File: config.mk
export PLATFORM = sky130hd
export DESIGN_NAME = mpe_feeder_flat
export DESIGN_NICKNAME = d
export VERILOG_FILES = /design/src/rtl/mpe_feeder_if.sv /design/src/rtl/mpe_feeder.sv /design/src/flat_wrapper.sv
export SDC_FILE = /design/constraint.sdc
export NUM_CORES = 2
export LEC_CHECK = 0
export ABC_AREA = 1
export CORE_AREA = 3 3 455 457
export DETAILED_ROUTE_END_ITERATION = 7
export DIE_AREA = 0 0 458 460
export GPL_TIMING_DRIVEN = 0
export PLACE_DENSITY = 0.48
export SETUP_SLACK_MARGIN = 0.02
export SLEW_MARGIN = 20
export SYNTH_ARGS = -nofsm -noshare
export SYNTH_HDL_FRONTEND = slang
export SYNTH_SLANG_ARGS = --single-unit
File: constraint.sdc
create_clock -name i_clk -period 74.4 [get_ports i_clk]
set_clock_uncertainty 0.1 [all_clocks]
set_input_delay 18.6 -clock i_clk [delete_from_list [all_inputs] [get_ports i_clk]]
set_output_delay 18.6 -clock i_clk [all_outputs]
set_load 0.01 [all_outputs]
File: src/rtl/mpe_feeder_if.sv
// Upstream handshake bundle for mpe_feeder: one weight-set channel and one fmap-vector channel.
// Both channels use valid/ready: a transfer happens on a rising edge where valid and ready are both high.
interface mpe_feeder_if #(
    parameter int DATA_WIDTH = 32,
    parameter int NUMBER_PE  = 9
);
    logic                            i_w_valid;
    logic                            o_w_ready;
    logic [NUMBER_PE*DATA_WIDTH-1:0] i_w_data;
    logic                            i_x_valid;
    logic                            o_x_ready;
    logic [NUMBER_PE*DATA_WIDTH-1:0] i_x_data;
    logic                            i_x_last;

    modport master (
        output i_w_valid, i_w_data, i_x_valid, i_x_data, i_x_last,
        input  o_w_ready, o_x_ready
    );

    modport slave (
        input  i_w_valid, i_w_data, i_x_valid, i_x_data, i_x_last,
        output o_w_ready, o_x_ready
    );
endinterface

File: src/rtl/mpe_feeder.sv
// Feeder for the 9x1 MPE column: latches one weight set, then skews each fmap vector so lane k
// reaches PE k exactly k cycles after lane 0, with matching left/right enables.
module mpe_feeder #(
    parameter int DATA_WIDTH = 32,
    parameter int NUMBER_PE  = 9
) (
    input  logic                            i_clk,
    input  logic                            i_rest,
    mpe_feeder_if.slave                     s_if,
    output logic                            o_weight_en,
    output logic [NUMBER_PE*DATA_WIDTH-1:0] o_weight,
    output logic [NUMBER_PE*DATA_WIDTH-1:0] o_fmap,
    output logic [NUMBER_PE-1:0]            o_left_en,
    output logic [NUMBER_PE-1:0]            o_right_en,
    output logic                            o_busy,
    output logic [1:0]                      o_state
);
    localparam int CW = $clog2(NUMBER_PE + 2);

    typedef enum logic [1:0] {
        ST_IDLE   = 2'd0,
        ST_STREAM = 2'd1,
        ST_DRAIN  = 2'd2
    } state_t;

    state_t          r_state;
    state_t          w_state_nxt;
    logic [CW-1:0]   r_cnt;
    logic [CW-1:0]   w_cnt_nxt;
    logic            w_w_ready;
    logic            w_x_ready;
    logic            w_w_fire;
    logic            w_x_fire;

    assign w_w_fire = s_if.i_w_valid & w_w_ready;
    assign w_x_fire = s_if.i_x_valid & w_x_ready;

    always_ff @(posedge i_clk or posedge i_rest) begin
        if (i_rest) begin
            r_state  <= ST_IDLE;
            r_cnt    <= '0;
            o_weight <= '0;
        end else begin
            r_state <= w_state_nxt;
            r_cnt   <= w_cnt_nxt;
            if (w_w_fire) begin
                o_weight <= s_if.i_w_data;
            end
        end
    end

    // The drain count covers the deepest lane plus one cycle, so the skew line is empty on entry to IDLE.
    always_comb begin
        w_state_nxt = r_state;
        w_cnt_nxt   = r_cnt;
        w_w_ready   = 1'b0;
        w_x_ready   = 1'b0;
        case (r_state)
            ST_IDLE: begin
                w_w_ready = 1'b1;
                if (s_if.i_w_valid) begin
                    w_state_nxt = ST_STREAM;
                end
            end
            ST_STREAM: begin
                w_x_ready = 1'b1;
                if (s_if.i_x_valid && s_if.i_x_last) begin
                    w_state_nxt = ST_DRAIN;
                    w_cnt_nxt   = CW'(NUMBER_PE + 1);
                end
            end
            ST_DRAIN: begin
                w_cnt_nxt = r_cnt - CW'(1);
                if (r_cnt <= CW'(1)) begin
                    w_state_nxt = ST_IDLE;
                    w_cnt_nxt   = '0;
                end
            end
            default: begin
                w_state_nxt = ST_IDLE;
                w_cnt_nxt   = '0;
            end
        endcase
    end

    assign s_if.o_w_ready = w_w_ready;
    assign s_if.o_x_ready = w_x_ready;
    assign o_weight_en    = (r_state != ST_IDLE);
    assign o_busy         = (r_state != ST_IDLE);
    assign o_state        = r_state;
    assign o_right_en     = o_left_en;

    for (genvar k = 0; k < NUMBER_PE; k++) begin : g_lane
        logic [k:0]            r_v;
        logic [DATA_WIDTH-1:0] r_d [k+1];

        // Bubbles carry zero data so idle slots present 0 on o_fmap.
        always_ff @(posedge i_clk or posedge i_rest) begin
            if (i_rest) begin
                r_v <= '0;
                for (int s = 0; s <= k; s++) begin
                    r_d[s] <= '0;
                end
            end else begin
                r_v[0] <= w_x_fire;
                r_d[0] <= w_x_fire ? s_if.i_x_data[k*DATA_WIDTH +: DATA_WIDTH] : '0;
                for (int s = 1; s <= k; s++) begin
                    r_v[s] <= r_v[s-1];
                    r_d[s] <= r_d[s-1];
                end
            end
        end

        assign o_fmap[k*DATA_WIDTH +: DATA_WIDTH] = r_d[k];
        assign o_left_en[k]                       = r_v[k];
    end
endmodule

File: src/flat_wrapper.sv
// flat-port wrapper written by rule: the top's interface ports become plain ports
module mpe_feeder_flat 
#(
    parameter int DATA_WIDTH = 32,
    parameter int NUMBER_PE  = 9
)
  (i_clk, i_rest, o_weight_en, o_weight, o_fmap, o_left_en, o_right_en, o_busy, o_state, s_if_i_w_valid, s_if_i_w_data, s_if_i_x_valid, s_if_i_x_data, s_if_i_x_last, s_if_o_w_ready, s_if_o_x_ready);
  mpe_feeder_if #(.DATA_WIDTH(DATA_WIDTH), .NUMBER_PE(NUMBER_PE)) s_if_i ();
  input  logic i_clk;
  input  logic i_rest;
  output logic o_weight_en;
  output logic [NUMBER_PE*DATA_WIDTH-1:0] o_weight;
  output logic [NUMBER_PE*DATA_WIDTH-1:0] o_fmap;
  output logic [NUMBER_PE-1:0] o_left_en;
  output logic [NUMBER_PE-1:0] o_right_en;
  output logic o_busy;
  output logic [1:0] o_state;
  input wire logic [$bits(s_if_i.i_w_valid)-1:0] s_if_i_w_valid;
  input wire logic [$bits(s_if_i.i_w_data)-1:0] s_if_i_w_data;
  input wire logic [$bits(s_if_i.i_x_valid)-1:0] s_if_i_x_valid;
  input wire logic [$bits(s_if_i.i_x_data)-1:0] s_if_i_x_data;
  input wire logic [$bits(s_if_i.i_x_last)-1:0] s_if_i_x_last;
  output wire logic [$bits(s_if_i.o_w_ready)-1:0] s_if_o_w_ready;
  output wire logic [$bits(s_if_i.o_x_ready)-1:0] s_if_o_x_ready;
  assign s_if_i.i_w_valid = s_if_i_w_valid;
  assign s_if_i.i_w_data = s_if_i_w_data;
  assign s_if_i.i_x_valid = s_if_i_x_valid;
  assign s_if_i.i_x_data = s_if_i_x_data;
  assign s_if_i.i_x_last = s_if_i_x_last;
  assign s_if_o_w_ready = s_if_i.o_w_ready;
  assign s_if_o_x_ready = s_if_i.o_x_ready;
  mpe_feeder #(.DATA_WIDTH(DATA_WIDTH), .NUMBER_PE(NUMBER_PE)) u_core (.i_clk(i_clk), .i_rest(i_rest), .s_if(s_if_i), .o_weight_en(o_weight_en), .o_weight(o_weight), .o_fmap(o_fmap), .o_left_en(o_left_en), .o_right_en(o_right_en), .o_busy(o_busy), .o_state(o_state));
endmodule
==> out/qor.csv <==
metric;value;unit
outcome;finished, final reports clean;
# hold bufs at CTS;0;
reg-to-reg setup timing slack;71.23;ns
hold depth;0;
post-DR wirelength/cell;20.5;um
RR Endpoint;u_core.g_lane[2].r_d[89];
Clock Latency Late Sink;0.81;ns
worst path required time;75.23;ns
max-cap viol count;0;
max layer used;met5;
Std-Cell Rows;166;
drt drc;0;
Mapped Nets;3590;
Starting Density;25.4;%
mapped cell area;51800;sq um
largest net degree at the start of global routing;113;
worst-path fanout max;101;
Post-DP HPWL;114000;um
TritonCTS Sinks;1743;
CP Class;in -> async;
distinct cell type count after synthesis;15;
register area share after synthesis;84.2;%
Layout Cells excl Fill;7255;
Pwr Density;37.2;nW/um^2
crit path launch type;input pin;
Max Buffers Root-to-Sink;3;
class of the worst hold path;reg -> reg;
clk slew on worst S/H paths;0.06;ns
total wire length;149000;um
layout cells sized above 1;21.0;%
Achievable Freq;0.0455;GHz
Setup Fix Bufs, Post-CTS;0;
PostCTS Resize Cnt;0;
met1 WL;55800;um
first-pass GRT wire length;210000;um
# H-tree levels;4;
FILL cells;19466;
Synth Warn #;0;
Total Routing Usage GR;14.0;%
initial antenna violation count;74;
Die ar.;211000;sq um
Crit path largest cell delay;0.50;ns
DR iter-0 viols;1438;
Final Hold Viols;0;
core area;204000;sq um
# port buffers;1180;
Chip Width;458;um
min-delay src;u_core.g_lane[8].r_d[80];
Worst Hold Margin;0.212;ns
Placer Congestion;0.790;
reg2reg path depth;7;
# IOs;1181;
synth-to-layout area growth;43.0;%
Final Cell Area;74100;sq um
TritonCTS clock tree;yes;
Critical R2R Launch;u_core.o_state[1];
pre-CTS setup slack;51.28;ns
nets;4978;
via/cell ratio;3.65;
slowest CP cell;inv_8;
Inserted Clock Buffers;186;
Final Slew Violations;0;
synthesized flop and latch total;1743;
post-layout min period;21.98;ns
setup_tns;0;ns
CP arrival;22.81;ns
worst path cell trace;clkdlybuf4s50_1 -> inv_8 -> buf_16 -> buf_16 -> buf_16 -> buf_16 -> buf_16 -> buf_16 -> buf_16;
DP Area;67500;sq um
worst hold endpoint;u_core.g_lane[8].r_d[48];
maximum vdd ir drop;0.0238;mV
met2 wire length;73200;um
wire length on met3;15000;um
Slew headroom;35.5;%
CP endpoint kind;async pin;
vias in the first global route;28608;
DP Cell Count;6891;
worst setup margin;52.42;ns
leakage dissipation;36.5;nW
GRT overflow;0;
Top cell by count, worst path;buf_16;
RSZ-0062 raised after global routing;no;
die height;460;um
Synth Area per Inst;17.2;sq um
commonest non-fill, non-tap cell in the layout;dfrtp_1;
vias;26464;
final setup violation count;0;
antenna viol nets, final;0;
actual slew at the worst max-slew pin;0.965;ns
most frequent cells in the layout;dfrtp_1, clkdlybuf4s50_1, inv_1;
router iterations before antenna repair;4;
Tcrit/Tclk final;29.5;%
synthesized instance count;3003;
root buffer cell;clkbuf_16;
[stage by stage]
stage	utilization, %	total power (W)
2_1_floorplan	-	0.00147
6_report	36.3	0.00275
3_5_place_dp	33.1	0.00183
4_1_cts	36.3	0.00281
3_3_place_gp	32.8	0.00184
5_1_grt	36.3	0.00289
[synthesized netlist by cell type (all sizes together)]
cell type,n,area [sq um]
clkbuf,9,33.8
nand4,2,12.5
dfrtp,1743,43600
nand3,5,25.0
buf,320,2420
o21ai,1,5.00
nor2,290,1090
ha,6,75.1
inv,308,1160
nand2,30,115
a21oi,1,5.00
mux2,288,3240
[flip-flops by register name (all words and copies together), names as in the netlist]
name,cells
u_core.g_lane.r_d,1184
u_core.g_lane.r_v,9
u_core.o_fmap,256
u_core.o_state,2
u_core.o_weight,288
u_core.r_cnt,4
[critical path: cells and delay by family]
family                 cells  cell delay (ns)
buffers and inverters      9             3.86
[area by class of cell]
cell class	count	area, sq um	share of cell area [%]
sequential	1743	43600	58.9
timing repair buffer	1200	12300	16.7
multi-input combinational	623	4570	6.17
inverter	308	1160	1.57
clock inverter	89	1070	1.44
tap	2688	3360	4.54
clock buffer	253	5410	7.31
buffer	329	2460	3.32
antenna	22	55.1	0.0743
[metal layers]
metal,global-route usage [%],vias up
met3,5.39,248
met4,4.73,40
met1,16.8,13538
met2,23.0,899
li1,-,11739
met5,0,-
[power breakdown]
part	internal (W)	switching (W)
clock	0.000562	0.000390
combinational	0.000329	0.000258
sequential	0.00114	0.0000734
total	0.00203	0.000722
[kinds of logic (layout without fill, tap and decap cells)]
family / Yosys count / count (layout) / share of synthesized area [%]
compound gates: 2 / 2 / 0.0193
other cells: 0 / 22 / 0
buf+inv: 637 / 2179 / 6.97
simple gates: 327 / 327 / 2.40
mux: 288 / 288 / 6.26
fa+ha+maj: 6 / 6 / 0.145
flops: 1743 / 1743 / 84.2
[how the worst max path moves through the flow]
| stage | from | to | slack [ns] | cells past startpoint |
|---|---|---|---|---|
| floorplan | i_rest | u_core.g_lane[0].r_d[0] | 6.50 | 1 |
| global placement | i_rest | u_core.o_weight[85] | -13.07 | 2 |
| detailed placement | i_rest | u_core.o_weight[13] | 51.28 | 9 |
| CTS | i_rest | u_core.o_weight[12] | 52.21 | 9 |
| global route | i_rest | u_core.o_weight[12] | 51.80 | 9 |
| finish | i_rest | u_core.g_lane[5].r_d[142] | 52.42 | 9 |
Power figures use the tool's default switching activity.
